$ cat config.mk
export PLATFORM = sky130hd
export DESIGN_NAME = output_serializer
export DESIGN_NICKNAME = d
export VERILOG_FILES = /design/src/rtl/output_serializer.sv
export SDC_FILE = /design/constraint.sdc
export NUM_CORES = 1
export LEC_CHECK = 0
export CORE_MARGIN = 8
export CORE_UTILIZATION = 42
export DETAILED_ROUTE_END_ITERATION = 16
export HOLD_SLACK_MARGIN = 0.1
export PLACE_DENSITY = 0.72
export SYNTH_ARGS = -nofsm -noshare
export SYNTH_HDL_FRONTEND = slang
export SYNTH_SLANG_ARGS = --single-unit
$ cat constraint.sdc
create_clock -name clk -period 3.7 [get_ports clk]
set_input_delay 0.74 -clock clk [delete_from_list [all_inputs] [get_ports clk]]
set_output_delay 0.74 -clock clk [all_outputs]
set_load 0.05 [all_outputs]
$ cat src/rtl/output_serializer.sv
// rtl/output_serializer.sv - width-reducing result-word to pad-beat serializer
//
// Accepts DATA_WIDTH-bit result words on a valid/ready handshake and emits
// them as BEATS = DATA_WIDTH/OUT_WIDTH consecutive OUT_WIDTH-bit beats on the
// pad-side valid/ready interface. A current-word shift register plus a
// one-word holding buffer sustain one beat per cycle across word boundaries.
//
// Build option: define OUTPUT_SER_MSB_FIRST_EN to send beats MSB first;
// the default build sends them LSB first.
//
// Ports:
//   clk          single clock
//   rst_n        asynchronous active-low reset
//   word_vld     upstream word valid
//   word_rdy     stage can accept a word (registered: ~nxt_vld)
//   word_data    upstream result word, DATA_WIDTH bits
//   output_vld   a beat is presented on the pads
//   output_rdy   pad-side consumer accepts the beat
//   output_data  current beat, OUT_WIDTH bits
//   busy         at least one word is held in the stage

module output_serializer #(
  parameter int DATA_WIDTH = 32,
  parameter int OUT_WIDTH  = 8
) (
  input  logic                  clk,
  input  logic                  rst_n,
  input  logic                  word_vld,
  output logic                  word_rdy,
  input  logic [DATA_WIDTH-1:0] word_data,
  output logic                  output_vld,
  input  logic                  output_rdy,
  output logic [OUT_WIDTH-1:0]  output_data,
  output logic                  busy
);

  localparam int BEATS = DATA_WIDTH / OUT_WIDTH;
  localparam int CNT_W = (BEATS > 1) ? $clog2(BEATS) : 1;
  localparam logic [CNT_W-1:0] LAST_CNT = CNT_W'(BEATS - 1);

  logic [DATA_WIDTH-1:0] cur, cur_n;
  logic                  cur_vld, cur_vld_n;
  logic [CNT_W-1:0]      cnt, cnt_n;
  logic [DATA_WIDTH-1:0] nxt, nxt_n;
  logic                  nxt_vld, nxt_vld_n;

  logic                  word_fire;
  logic                  out_fire;
  logic                  last;
  logic [DATA_WIDTH-1:0] cur_shifted;

  // word_rdy comes only from registered state, so the upstream handshake
  // never waits on the pad-side ready.
  assign word_fire = word_vld & ~nxt_vld;
  assign out_fire  = cur_vld & output_rdy;
  assign last      = out_fire & (cnt == LAST_CNT);

`ifdef OUTPUT_SER_MSB_FIRST_EN
  assign cur_shifted = cur << OUT_WIDTH;
`else
  assign cur_shifted = cur >> OUT_WIDTH;
`endif

  // State register
  always_ff @(posedge clk or negedge rst_n) begin
    if (!rst_n) begin
      cur     <= '0;
      cur_vld <= 1'b0;
      cnt     <= '0;
      nxt     <= '0;
      nxt_vld <= 1'b0;
    end else begin
      cur     <= cur_n;
      cur_vld <= cur_vld_n;
      cnt     <= cnt_n;
      nxt     <= nxt_n;
      nxt_vld <= nxt_vld_n;
    end
  end

  // Next-state logic
  always_comb begin
    logic word_taken;
    cur_n      = cur;
    cur_vld_n  = cur_vld;
    cnt_n      = cnt;
    nxt_n      = nxt;
    nxt_vld_n  = nxt_vld;
    word_taken = 1'b0;

    if (last) begin
      cnt_n = '0;
      if (nxt_vld) begin
        cur_n     = nxt;
        nxt_vld_n = 1'b0;
      end else if (word_fire) begin
        // Incoming word replaces the finished one directly: no empty cycle.
        cur_n      = word_data;
        word_taken = 1'b1;
      end else begin
        cur_vld_n = 1'b0;
      end
    end else if (out_fire) begin
      cur_n = cur_shifted;
      cnt_n = cnt + CNT_W'(1);
    end

    if (word_fire && !word_taken) begin
      if (!cur_vld) begin
        cur_n     = word_data;
        cur_vld_n = 1'b1;
        cnt_n     = '0;
      end else begin
        nxt_n     = word_data;
        nxt_vld_n = 1'b1;
      end
    end
  end

  // Outputs, all decoded from registers
  assign word_rdy   = ~nxt_vld;
  assign output_vld = cur_vld;
  assign busy       = cur_vld | nxt_vld;

`ifdef OUTPUT_SER_MSB_FIRST_EN
  assign output_data = cur[DATA_WIDTH-1 -: OUT_WIDTH];
`else
  assign output_data = cur[OUT_WIDTH-1:0];
`endif

endmodule

==> results of run 1 <==
layer usage:
metal / wire length [um] / track usage [%]
met1: 3680 / 19.3
met3: 419 / 5.06
met4: 82 / 4.26
met2: 3750 / 22.8
met5: 0 / 0
cell usage in the layout (no fill, tap or decap), types with 2 or more instances in the layout:
cell type	netlist	final
nor2_1	30	30
mux2_2	31	31
dfrtp_1	68	68
and2_1	8	8
or3b_2	2	2
nor2b_1	2	2
a311o_1	13	13
clkdlybuf4s50_1	0	45
clkinvlp_4	0	2
nand3_1	11	11
a21oi_1	27	27
buf_4	12	8
bufinv_16	0	2
clkbuf_8	0	9
mux2i_1	3	3
nand2_1	20	20
nand2b_1	11	11
nor4bb_1	13	13
a221o_1	18	18
a31oi_1	13	13
nand3b_1	15	15
power by group:
part           internal, mW  switching (mW)
combinational         0.648           0.704
clock                 0.379           0.287
sequential             1.08           0.216
worst max path at each step:
| stage | slack, ps | to | cells past startpoint |
|---|---|---|---|
| 2_1_floorplan | 1670 | busy | 2 |
| 3_3_place_gp | 1010 | cur[7]$_DFF_PN0_ | 4 |
| 3_5_place_dp | 890 | cur[27]$_DFF_PN0_ | 4 |
| 4_1_cts | 890 | busy | 2 |
| 5_1_grt | 830 | busy | 2 |
| 6_report | 910 | busy | 2 |
through the flow:
| stage | area (um2) | util (%) |
|---|---|---|
| after floorplan | 3570 | - |
| after global placement | 4010 | 48.8 |
| after detailed placement | 4010 | 48.8 |
| after CTS | 4230 | 51.4 |
| after global routing | 4230 | 51.4 |
| final | 4230 | 51.4 |
Yosys cell counts (all sizes together) (3+ instances only):
master / n / area [um2]
a221o: 18 / 180
dfrtp: 68 / 1700
nand2: 20 / 75.1
nor4bb: 13 / 130
clkbuf: 10 / 37.5
a31oi: 13 / 81.3
nor2: 30 / 113
and2: 8 / 50.1
a21oi: 28 / 144
buf: 27 / 170
nand3: 12 / 65.1
mux2i: 3 / 30.0
nand2b: 11 / 68.8
a311o: 13 / 130
nand3b: 15 / 113
mux2: 33 / 375
cell families (layout without fill, tap and decap cells):
family,count (synthesis),in the layout,share of synthesized area [%]
buf+inv,38,71,5.93
compound gates,77,77,16.2
simple gates,115,115,18.5
fa+ha+maj,1,1,0.351
mux,36,36,11.4
flops,68,68,47.7
worst max-delay path, stage by stage, from the launching register on:
cell and delay (ps):
dfrtp_1 700, or2_2 210, clkdlybuf4s50_1 800
area by class of cell:
class | instances | area, um2
repair buffers | 54 | 515
well taps | 105 | 131
inverters | 1 | 3.75
clock inverters | 6 | 88.8
clock buffers | 10 | 128
flip-flops and latches | 68 | 1700
multi-input cells | 229 | 1660
fillers | 758 | 3990
state kept, by name (all words and copies together) (netlist names):
| signal | flops |
|---|---|
| cnt | 2 |
| cur | 32 |
| nxt | 32 |
| nxt_vld | 1 |
| output_vld | 1 |
==> reports/qor.yml, run 1 <==
grt_pass1_wl_um: 13800
ys_seq_area_share_pct: 47.7
critPathMaxFanout: 16
ys_ff_latch: 68
route.detailed.wl_per_inst_um: 16.8
ant_nets: 0
netlist_area_um2: 3570
cts_tree: "built"
postCtsSetupBuffers: 0
synth_area_per_cell_um2: 10.7
pre_cts_slack_ps: 886
crit_type: "reg2out"
htree_levels: 3
first_global_vias: 2772
worstPathRequired_ps: 2960
synth-edff-count: 0
cts_num_sinks: 68
ys_types: 34
drc: 0
globalplace.congestion: 0.770
finalWorstSetupSlack_ps: 913
die_w_um: 108
cap_violations: 0
synthArstFlopShare_pct: 100
grt_max_degree: 51
powerDensity_nw_per_um2: 784
hold_buffers: 0
cts_buffers: 9
fp.coreArea_um2: 8220
drtIter0Drc: 156
arrival_ps: 2050
final_max_slew_viol_count: 0
reg2regPathDepth: 4
die_area_um2: 11700
post_cts_resized: 0
skew_ps: 10.6
leakage_nw: 1.72
vias: 2676
routed_wl_um: 7930
ir_worst_vdd_mv: 0.314
placedCellCount: 457
r2r_slack_ps: 1350
clk_pin_slew_ps: 80
crit_path_start_kind: "flip-flop"
fin_cells: 473
drive_above_1_share_pct: 17.1
clock_latency_ps: 350
timing.rr.start: "cnt[0]$_DFF_PN0_"
die_h_um: 108
finalCritPeriodShare_pct: 75.3
syn_nets: 372
tightest_slew_ps: 905
io_pins: 47
hp-class: "in2async"
fin_tns_setup_ps: 0
grt_usage_pct: 14.8
firstDrtPassIters: 5
slew_headroom_pct: 39.7
antenna_found_initial: 0
ys.flop_type: "dfrtp_1"
synth_cells: 335
setup_viol: 0
rows: 33
rsz0062_at_grt: "false"
hold_viol: 0
timing.fmax_mhz: 359
timing.hold.ws_ps: 240
via_per_inst: 5.66
clockRootBuffer: "clkbuf_8"
place.port_buffers: 46
fin_nets: 400
start_util_pct: 43.4
startpoint: "output_vld$_DFF_PN0_"
finalPower_mw: 3.31
area_delta_synth_final_pct: 18.4
crit_path_end_kind: "output pin"
min_period_ps: 2790
dp_hpwl_um: 5320
r2r_end: "cur[15]$_DFF_PN0_"
status: "finished, final reports clean"
cts_buffer_depth: 2
grt_overflow: 0
n_antenna_cell: 0
yosysWarnings: 0
Note: power is estimated with default switching activity, not from simulation.
==> run 2: changes to the inputs <==
- clock period: 3.7 -> 2.6 ns (I/O delays scaled with it)
==> reports/qor.yml, run 2 (same netlist as run 1, synthesis figures left out) <==
status: "finished, final reports clean"
finalPower_mw: 4.60  # +39%
dpl-instance-area_um2: 4060  # +1.3%
io_pins: 47  # unchanged
grt_pass1_wl_um: 13900  # +0.96%
die_w_um: 108  # unchanged
cts_buffer_depth: 2  # unchanged
rows: 33  # unchanged
drive_above_1_share_pct: 19.3  # +2.1 points
crit_type: "reg2out"
final_common_cell: "dfrtp_1"
cts_buffers: 9  # unchanged
tightest_slew_ps: 846  # -59.3 ps
via_per_inst: 5.67  # +0.30%
timing.hold.ws_ps: 255  # +14.2 ps
min_period_ps: 2070
drc: 0  # unchanged
final_max_slew_viol_count: 0  # unchanged
grt_overflow: 0  # unchanged
area_delta_synth_final_pct: 18.8
ant_nets: 0  # unchanged
crit_path_start_kind: "flip-flop"
vias: 2718  # +1.6%
clk_pin_slew_ps: 80  # about the same
layout_common_cells: "dfrtp_1, clkdlybuf4s50_1, mux2_2"
skew_ps: 13.9  # +3.32 ps
arrival_ps: 1550  # -500 ps
ir_worst_vdd_mv: 0.417  # +33%
cts_num_sinks: 68  # unchanged
antenna_found_initial: 0  # unchanged
start_util_pct: 43.4  # unchanged
rsz0062_at_grt: "false"
timing.fmax_mhz: 483
cap_violations: 0  # unchanged
route.detailed.wl_per_inst_um: 16.9  # +1.0%
die_area_um2: 11700  # unchanged
worstPathRequired_ps: 2080  # -880 ps
fin_tns_setup_ps: 0  # unchanged
fp.coreArea_um2: 8220  # unchanged
critPathMaxFanout: 20  # +4
register_area_um2: 1700  # unchanged
multi_input_area_um2: 1660  # unchanged
cts_tree: "built"
die_h_um: 108  # unchanged
fin_cells: 479  # +1.3%
first_global_vias: 2843  # +2.6%
grt_usage_pct: 14.8  # +0.020 points
reg_top3: "cur (32), nxt (32), cnt (2)"
drtIter0Drc: 187  # +20%
globalplace.congestion: 0.772  # +0.23%
crit_path_end_kind: "output pin"
postCtsSetupBuffers: 0  # unchanged
slew_headroom_pct: 43.6  # +4.0 points
grt_max_degree: 37  # -27%
hold_buffers: 0  # unchanged
powerDensity_nw_per_um2: 1080  # +38%
dp_hpwl_um: 5450  # +2.5%
post_cts_resized: 0  # unchanged
placedCellCount: 463  # +1.3%
place.port_buffers: 46  # unchanged
htree_levels: 3  # unchanged
finalCritPeriodShare_pct: 79.7
hold_viol: 0  # unchanged
clock_latency_ps: 360  # about the same
leakage_nw: 1.74  # +1.5%
n_antenna_cell: 0  # unchanged
setup_viol: 0  # unchanged
fin_nets: 406  # +1.5%
firstDrtPassIters: 4  # -1
routed_wl_um: 8110  # +2.3%
num-fill-cells: 746  # -1.6%
hp-class: "in2async"
finish.instance_area_um2: 4240  # +0.33%
clockRootBuffer: "clkbuf_8"
==> run 2: final timing paths <==
| kind | cells after the start | to | start | slack, ps |
|---|---|---|---|---|
| max | 2 | busy | nxt_vld$_DFF_PN0_ | 530 |
| min | 1 | cur[28]$_DFF_PN0_ | rst_n | 250 |
| max reg2reg | 4 | cur[21]$_DFF_PN0_ | nxt_vld$_DFF_PN0_ | 530 |
| min reg2reg | 1 | nxt[29]$_DFFE_PN0P_ | nxt[29]$_DFFE_PN0P_ | 500 |
| max in group asynchronous | 2 | nxt[1]$_DFFE_PN0P_ | rst_n | 1550 |
| min in group clk | 1 | nxt[29]$_DFFE_PN0P_ | nxt[29]$_DFFE_PN0P_ | 500 |
==> run 2: routing by layer <==
metal	vias up	track usage, %	wire length [um]
met4	0	4.86	86
met3	7	4.40	519
li1	1303	-	-
met2	70	22.8	3780
met5	-	0	0
met1	1338	19.5	3730
==> run 2: area by class of cell <==
cell class	instances	share of cell area, %
clock buffer	10	3.25
timing repair buffer	60	13.4
inverter	1	0.0885
sequential	68	40.1
multi-input combinational	229	39.1
tap	105	3.10
clock inverter	6	0.944
==> run 2: where the power goes <==
| part | internal (mW) | switching [mW] |
|---|---|---|
| logic | 0.951 | 1.02 |
| registers | 1.53 | 0.300 |
| clock network | 0.370 | 0.422 |
==> run 2: worst max-delay path, cell delays in order (launching register included) <==
cell and delay (ps):
dfrtp_1 620, or2_2 430, buf_12 160
==> run 2: stage by stage <==
stage                     util (%)  setup slack [ps]
after floorplan                  -               794
after CTS                     51.6               519
final                         51.6               528
after detailed placement      49.4               189
after global placement        49.4               259
after global routing          51.6               365
